### src/rtl/multicycle_ctrl.sv
// Control FSM for a multicycle RV32I datapath: fetch/decode/execute/memory/write-back
// sequencing, bus timeout detection and a retired-instruction counter.
module multicycle_ctrl #(
   parameter int MEM_TIMEOUT = 16
) (
   input  logic        clk,
   input  logic        rst_n,
   input  logic [31:0] instr,
   input  logic        imem_rvalid,
   input  logic        dmem_rvalid,
   input  logic        branch_taken,
   output logic        imem_req,
   output logic        dmem_req,
   output logic        dmem_we,
   output logic        ir_we,
   output logic        pc_we,
   output logic        reg_we,
   output logic [1:0]  pc_src,
   output logic [2:0]  imm_sel,
   output logic        alu_src_a,
   output logic        alu_src_b,
   output logic [1:0]  wb_sel,
   output logic        trap,
   output logic [1:0]  trap_cause,
   output logic [31:0] instret
);

   typedef enum logic [2:0] {
      FETCH,
      DECODE,
      EXEC,
      MEM,
      WB,
      TRAP
   } state_t;

   localparam logic [6:0] OP_LUI    = 7'b0110111;
   localparam logic [6:0] OP_AUIPC  = 7'b0010111;
   localparam logic [6:0] OP_JAL    = 7'b1101111;
   localparam logic [6:0] OP_JALR   = 7'b1100111;
   localparam logic [6:0] OP_BRANCH = 7'b1100011;
   localparam logic [6:0] OP_LOAD   = 7'b0000011;
   localparam logic [6:0] OP_STORE  = 7'b0100011;
   localparam logic [6:0] OP_OPIMM  = 7'b0010011;
   localparam logic [6:0] OP_OP     = 7'b0110011;

   localparam logic [7:0] WAIT_LAST = 8'(MEM_TIMEOUT - 1);

   state_t      state;
   state_t      next_state;
   logic [6:0]  op_q;
   logic [6:0]  op_nxt;
   logic [6:0]  cur_op;
   logic [7:0]  wait_cnt;
   logic [7:0]  wait_nxt;
   logic [1:0]  cause_q;
   logic [1:0]  cause_nxt;

   logic        legal;
   logic [2:0]  dec_imm;
   logic        dec_a;
   logic        dec_b;
   logic [1:0]  dec_wb;

   logic        unused_instr_bits;
   assign unused_instr_bits = ^instr[31:12];

   // The opcode register is only loaded at the end of DECODE, so DECODE itself looks at the IR.
   assign cur_op = (state == DECODE) ? instr[6:0] : op_q;

   always_comb begin
      legal   = 1'b1;
      dec_imm = 3'd0;
      dec_a   = 1'b0;
      dec_b   = 1'b1;
      dec_wb  = 2'd0;
      case (cur_op)
         OP_LUI:    begin dec_imm = 3'd4; dec_wb = 2'd3; end
         OP_AUIPC:  begin dec_imm = 3'd4; dec_a = 1'b1; end
         OP_JAL:    begin dec_imm = 3'd5; dec_a = 1'b1; dec_wb = 2'd2; end
         OP_JALR:   begin dec_imm = 3'd1; dec_wb = 2'd2; end
         OP_BRANCH: begin dec_imm = 3'd3; dec_a = 1'b1; dec_b = 1'b0; end
         OP_LOAD:   begin dec_imm = 3'd1; dec_wb = 2'd1; end
         OP_STORE:  dec_imm = 3'd2;
         OP_OPIMM:  dec_imm = 3'd1;
         OP_OP:     dec_b = 1'b0;
         default: begin
            legal = 1'b0;
            dec_b = 1'b0;
         end
      endcase
   end

   always_comb begin
      next_state = state;
      op_nxt     = op_q;
      wait_nxt   = 8'd0;
      cause_nxt  = cause_q;
      imem_req   = 1'b0;
      dmem_req   = 1'b0;
      dmem_we    = 1'b0;
      ir_we      = 1'b0;
      pc_we      = 1'b0;
      reg_we     = 1'b0;
      pc_src     = 2'd0;
      imm_sel    = 3'd0;
      alu_src_a  = 1'b0;
      alu_src_b  = 1'b0;
      wb_sel     = 2'd0;

      if (state != FETCH && state != TRAP) begin
         imm_sel   = dec_imm;
         alu_src_a = dec_a;
         alu_src_b = dec_b;
         wb_sel    = dec_wb;
      end

      case (state)
         FETCH: begin
            imem_req = 1'b1;
            if (imem_rvalid) begin
               ir_we      = 1'b1;
               next_state = DECODE;
            end else if (wait_cnt == WAIT_LAST) begin
               next_state = TRAP;
               cause_nxt  = 2'd2;
            end else begin
               wait_nxt = wait_cnt + 8'd1;
            end
         end
         DECODE: begin
            op_nxt = instr[6:0];
            if (legal) begin
               next_state = EXEC;
            end else begin
               next_state = TRAP;
               cause_nxt  = 2'd1;
            end
         end
         EXEC: begin
            if (op_q == OP_LOAD || op_q == OP_STORE) begin
               next_state = MEM;
            end else if (op_q == OP_BRANCH) begin
               pc_we      = 1'b1;
               pc_src     = {1'b0, branch_taken};
               next_state = FETCH;
            end else begin
               next_state = WB;
            end
         end
         MEM: begin
            dmem_req = 1'b1;
            dmem_we  = (op_q == OP_STORE);
            if (dmem_rvalid) begin
               if (op_q == OP_STORE) begin
                  pc_we      = 1'b1;
                  next_state = FETCH;
               end else begin
                  next_state = WB;
               end
            end else if (wait_cnt == WAIT_LAST) begin
               next_state = TRAP;
               cause_nxt  = 2'd2;
            end else begin
               wait_nxt = wait_cnt + 8'd1;
            end
         end
         WB: begin
            pc_we      = 1'b1;
            reg_we     = (instr[11:7] != 5'd0);
            next_state = FETCH;
            if (op_q == OP_JAL) begin
               pc_src = 2'd1;
            end else if (op_q == OP_JALR) begin
               pc_src = 2'd2;
            end
         end
         default: begin
         end
      endcase

      // A transaction interrupted by reset must not commit anything.
      if (!rst_n) begin
         ir_we  = 1'b0;
         pc_we  = 1'b0;
         reg_we = 1'b0;
      end
   end

   always_ff @(posedge clk) begin
      if (!rst_n) begin
         state    <= FETCH;
         op_q     <= 7'd0;
         wait_cnt <= 8'd0;
         cause_q  <= 2'd0;
         instret  <= 32'd0;
      end else begin
         state    <= next_state;
         op_q     <= op_nxt;
         wait_cnt <= wait_nxt;
         cause_q  <= cause_nxt;
         if (pc_we) begin
            instret <= instret + 32'd1;
         end
      end
   end

   assign trap       = (state == TRAP);
   assign trap_cause = cause_q;

endmodule

### config.mk
export PLATFORM = sky130hd
export DESIGN_NAME = multicycle_ctrl
export DESIGN_NICKNAME = d
export VERILOG_FILES = /design/src/rtl/multicycle_ctrl.sv
export SDC_FILE = /design/constraint.sdc
export NUM_CORES = 1
export LEC_CHECK = 0
export CORE_MARGIN = 3
export CORE_UTILIZATION = 35
export CTS_CLUSTER_SIZE = 40
export DETAILED_ROUTE_END_ITERATION = 7
export HOLD_SLACK_MARGIN = 0.02
export SLEW_MARGIN = 30
export SYNTH_ARGS = -nofsm -noshare
export SYNTH_HDL_FRONTEND = slang
export SYNTH_SLANG_ARGS = --single-unit
### constraint.sdc
create_clock -name clk -period 3.1 [get_ports clk]
set_input_delay 0.62 -clock clk [delete_from_list [all_inputs] [get_ports clk]]
set_output_delay 0.62 -clock clk [all_outputs]
set_load 0.01 [all_outputs]
### After elaboration in Yosys (flattened, before gate mapping)

Index checks and enable logic that the tools add are counted.

| word-level totals | value |
|---|---|
| register bits | 52 |
| bits of input ports | 37 |

| cells by class | value |
|---|---|
| add/sub/neg operators | 2 |
| eq/ne operators | 24 |
| multiplexer cells | 46 |
| reductions and logical operators | 14 |

Operators by type and width:

| kind | count |
|---|---|
| 7-bit == test (second input constant) | 6 |
| 32-bit by 1-bit adder with 32-bit output (second input constant) | 1 |
| 3-bit case mux with 5 select lines | 2 |
| 7-bit by 6-bit == test with 1-bit output (second input constant) | 4 |
| 3-bit 2-to-1 mux | 8 |
| 8-bit 2-to-1 mux | 3 |
| 1-bit 2-to-1 mux | 20 |
| 8-bit case mux with 2 select lines | 1 |
| 7-bit by 2-bit == test with 1-bit output (second input constant) | 2 |
| 7-bit by 5-bit == test with 1-bit output (second input constant) | 2 |
| 2-bit 2-to-1 mux | 7 |
| 2-bit case mux with 3 select lines | 2 |
| 5-bit nonzero test | 2 |
| 9-bit OR reduction | 1 |
| 8-bit by 1-bit adder with 8-bit output (second input constant) | 1 |
| 8-bit by 4-bit == test with 1-bit output (second input constant) | 1 |
| 7-bit 2-to-1 mux | 1 |
| 7-bit OR reduction | 1 |
| 3-bit by 2-bit == test with 1-bit output (second input constant) | 2 |
| 3-bit == test (second input constant) | 2 |
| 2-bit != test (second input constant) | 3 |
| 3-bit nonzero test | 2 |
| 3-bit OR reduction | 2 |
| 2-bit case mux with 2 select lines | 1 |
| other kinds (8) | 9 |

### Longest topological paths before layout

| depth | value |
|---|---|
| depth after elaboration | 7 |
| mapped depth | 8 |

### Worst setup path before layout

OpenSTA, ideal clock, no wires.

| path | value |
|---|---|
| path kind | reg-to-output |
| start point | register state[2] |
| end point | output port wb_sel[0] |
| data arrival time | 1.915 ns |
| required time | 2.480 ns |
| path slack | 0.565 ns |
| cell stages (with the launch flop) | 8 |
| buffers on the path | 2 |
| cells stage by stage | dfxtp_1 -> buf_2 -> nor3b_2 -> buf_2 -> mux2i_1 -> nor3_1 -> a32oi_1 -> nor3_1 |

| on the way | value |
|---|---|
| word-level cells in the longest chain between the ends | 6 |
| elaborated cells between the ends (all ways) | 12 |

Ends and longest elaborated chain:

| element | line | source |
|---|---|---|
| start, declared | 49 | `state_t state;` |
| start signal, assigned | 198 | `state <= next_state;` |
| 3-bit by 1-bit == test with 1-bit output | 69 | `assign cur_op = (state == DECODE) ? instr[6:0] : op_q;` |
| 7-bit 2-to-1 mux | - |  |
| 7-bit == test | 77 | `case (cur_op)` |
| 2-bit OR reduction (no line) | - |  |
| 2-bit case mux with 3 select lines | 77 |  |
| 2-bit 2-to-1 mux (*) | 111 | `if (state != FETCH && state != TRAP) begin` |
| end, declared | 22 | `output logic [1:0] wb_sel,` |

Mark *: on every way between the ends. The rest lies on a longest branch, timed or not.

### Final worst setup path

| path | value |
|---|---|
| start point | register state[1] |
| end point | output port imm_sel[2] |

| on the way | value |
|---|---|
| word-level cells in the longest chain between the ends | 6 |
| elaborated cells between the ends (all ways) | 17 |

Ends and longest elaborated chain:

| element | line | source |
|---|---|---|
| 3-bit by 1-bit == test with 1-bit output | 69 |  |
| 7-bit 2-to-1 mux | - |  |
| 7-bit by 2-bit == test with 1-bit output, or another cell as far along | 77 |  |
| 3-bit OR reduction (no line) or 2-bit OR reduction (tied branches) | - |  |
| 3-bit case mux with 5 select lines | 77 |  |
| 3-bit 2-to-1 mux (*) | 111 |  |
| end, declared | 19 | `output logic [2:0] imm_sel,` |

Marks and branches as above.

==> flow_metrics.env <==
export IMPL_fp_dieH_um=99.17
export IMPL_synth_top_cell_area_share_pct=34.27
export IMPL_finalSetupViolations=0
export IMPL_synth_simple_area_share_pct=33.28
export IMPL_viasPerCell=5.458
export IMPL_synth_area_leaders="dfxtp_1, xnor2_1, nor2_1"
export IMPL_path_clk_slew_ps=90
export IMPL_clockRootBuffer="clkbuf_8"
export IMPL_die_area_sq_um=9834
export IMPL_status="finished, final reports clean"
export IMPL_synth_cells=381
export IMPL_final_cells=566
export IMPL_syn_nets=420
export IMPL_grt_overflow=0
export IMPL_syn_avg_cell_area_sq_um=7.974
export IMPL_dp_hpwl_um=6146
export IMPL_synth_fa_ha_area_share_pct=0.8237
export IMPL_slew_headroom_pct=64.99
export IMPL_drc_errors=0
export IMPL_drtIter0Drc=214
export IMPL_crit_required_ps=2480
export IMPL_crit_path_end_kind="output port"
export IMPL_ir_worst_vdd_v=0.0001781
export IMPL_synth_largest_area_cell="dfxtp_1"
export IMPL_final_max_slew_viol_count=0
export IMPL_synth_top_family_by_area="simple AND/OR/NAND/NOR gates"
export IMPL_antenna_left=0
export IMPL_numPortBuffers=66
export IMPL_dieWidth_um=99.17
export IMPL_drive_gt1_share_pct=11.06
export IMPL_synthMuxAreaShare_pct=3.748
export IMPL_worstMarginPinSlew_ps=511.9
export IMPL_placed_cell_area_sq_um=3921
export IMPL_clk_path_buf_depth=2
export IMPL_cts_sinks=52
export IMPL_yosys_warnings=0
export IMPL_grt_first_pass_wirelength_um=14280
export IMPL_grt_pass1_vias=2916
export IMPL_gp_congestion=0.8818
export IMPL_clk_latency_ps=300
export IMPL_yosys_area_share_xor_xnor_pct=6.343
export IMPL_ys_async_sr_fraction_pct=0
export IMPL_start_util_pct=36.42
export IMPL_areaGrowthSynthToFinish_pct=34.80
export IMPL_hold_viol=0
export IMPL_wl_per_cell_um=14.75
export IMPL_ctsHtreeMaxLevel=2
export IMPL_p_leak_nw=1.356
export IMPL_synth_commonest_cells="dfxtp_1, nor2_1, nand2_1"
export IMPL_diodes=0
export IMPL_yosys_cell_count_top_type="dfxtp_1"
export IMPL_power_density_nw_per_um2=365.6
export IMPL_drt_wl_total_um=8346
export IMPL_synth_compound_area_share_pct=18.00
export IMPL_core_area_sq_um=8341
export IMPL_tritoncts="done"
export IMPL_grt_max_degree=35
export IMPL_worst_hold_path_type="reg -> reg"
export IMPL_cp_arrival_ps=2440
export IMPL_rsz0062_at_grt="true"
export IMPL_ys_types=54
export IMPL_fin_crit_sh_pct=98.72
export IMPL_nets=499
export IMPL_dp_cells=554
export IMPL_period_needed_ps=3060
export IMPL_skew_ps=14.56
export IMPL_ys_ff_latch=52
export IMPL_vias=3089
export IMPL_cts_made_buffers=5
export IMPL_worst_setup_path_start_kind="flip-flop"
export IMPL_num_rows=33
export IMPL_clock_fmax_mhz=326.8
export IMPL_worst_setup_path_type="reg -> out"
export IMPL_synth_edf_count=0
export IMPL_ys_seq_area_share_pct=34.27
export IMPL_synth_area_sq_um=3038
export IMPL_stdcell_area_sq_um=4095
export IMPL_path_max_fanout=15
export IMPL_drt_first_pass_iters=6
export IMPL_antenna_found_initial=0
export IMPL_drv_cap=0
export IMPL_grt_use_total_pct=17.31
export IMPL_ioPinCount=87
export IMPL_synthFlopType="dfxtp_1"
[per-layer routing]
layer / global-route usage (%) / vias to the layer above / wire [um]
li1: - / 1570 / -
met1: 25.09 / 1460 / 4056
met2: 27.27 / 52 / 3946
met3: 2.384 / 7 / 278
met4: 3.992 / 0 / 65
met5: 0 / - / 0
[power breakdown]
group,total [mW],switching (mW),internal [mW]
logic,0.334,0.171,0.163
clock network,0.453,0.214,0.240
registers,0.710,0.0247,0.686
[repair_timing]
action / CTS / global route
resized for setup: 9 / 4
setup buffers: 2 / 2
hold buffers: 0 / 0
pin swaps: 1 / 0
setup endpoints to repair: 6 / 4
[worst paths after layout]
| check | startpoint | depth (start not counted) | endpoint | slack, ps |
|---|---|---|---|---|
| setup / recovery | state[1] | 8 | imm_sel[2] | 40 |
| hold / removal | wait_cnt[0] | 1 | wait_cnt[0] | 450 |
| setup reg to reg | instret[10] | 5 | instret[28] | 620 |
| hold reg to reg | wait_cnt[0] | 1 | wait_cnt[0] | 450 |
[stage by stage]
step	total power, mW	setup slack, ps	hold slack, ps	setup TNS [ps]	util, %
floorplan	0.8949	564.8	413.2	0	-
global placement	1.029	-21.41	433.9	-21.41	47.01
detailed placement	1.032	-77.14	430.4	-77.14	47.01
CTS	1.499	24.00	448.7	0	48.63
global route	1.580	-93.73	481.9	-206.4	49.10
finish	1.497	39.58	446.2	0	49.10
[critical path, stage by stage (launching register included)]
cell	delay [ps]
dfxtp_1	330
buf_4	180
or3b_2	510
buf_4	190
nand3_1	90
nand2_1	120
a22oi_1	190
nor2_1	60
clkdlybuf4s50_1	470
[registers in the layout, summed over array words and instances, names as in the netlist]
register / cells
wait_cnt: 8
op_q: 7
trap_cause: 2
state: 3
instret: 32
[logic make-up after synthesis]
family | count (synthesis)
AND/OR/NAND/NOR | 188
XOR/XNOR | 22
buffers and inverters | 26
AO/OA/AOI/OAI | 80
flip-flops | 52
multiplexers | 11
adder cells (fa/ha/maj) | 2
[final cells by class]
cell class,instances,area [sq um]
fill,830,4245
multi-input combinational,303,1914
sequential,52,1041
timing repair buffer,95,889.6
tap,105,131.4
clock buffer,6,72.57
clock inverter,2,35.03
inverter,3,11.26
[layout by cell type (no fill, tap or decap), types with 3 or more instances in the layout]
cell / n
o311ai_0: 4
dfxtp_1: 52
nor2_1: 38
and4_1: 4
clkdlybuf4s50_1: 62
a211oi_1: 12
xor2_1: 3
nand2_1: 36
clkbuf_8: 5
mux2_2: 3
a21oi_1: 19
dlygate4sd2_1: 4
nand4_1: 15
o31ai_1: 6
nand3_1: 23
buf_4: 27
nor2b_1: 3
nand2b_1: 14
and2_1: 7
xnor2_1: 19
or3_1: 8
and3_1: 4
nor3_1: 6
mux2i_1: 6
o41ai_1: 4
or4_1: 8
a2111oi_0: 3
and3b_1: 5
nor4_1: 4
o21ai_0: 12
(Power assumes the default switching activity.)
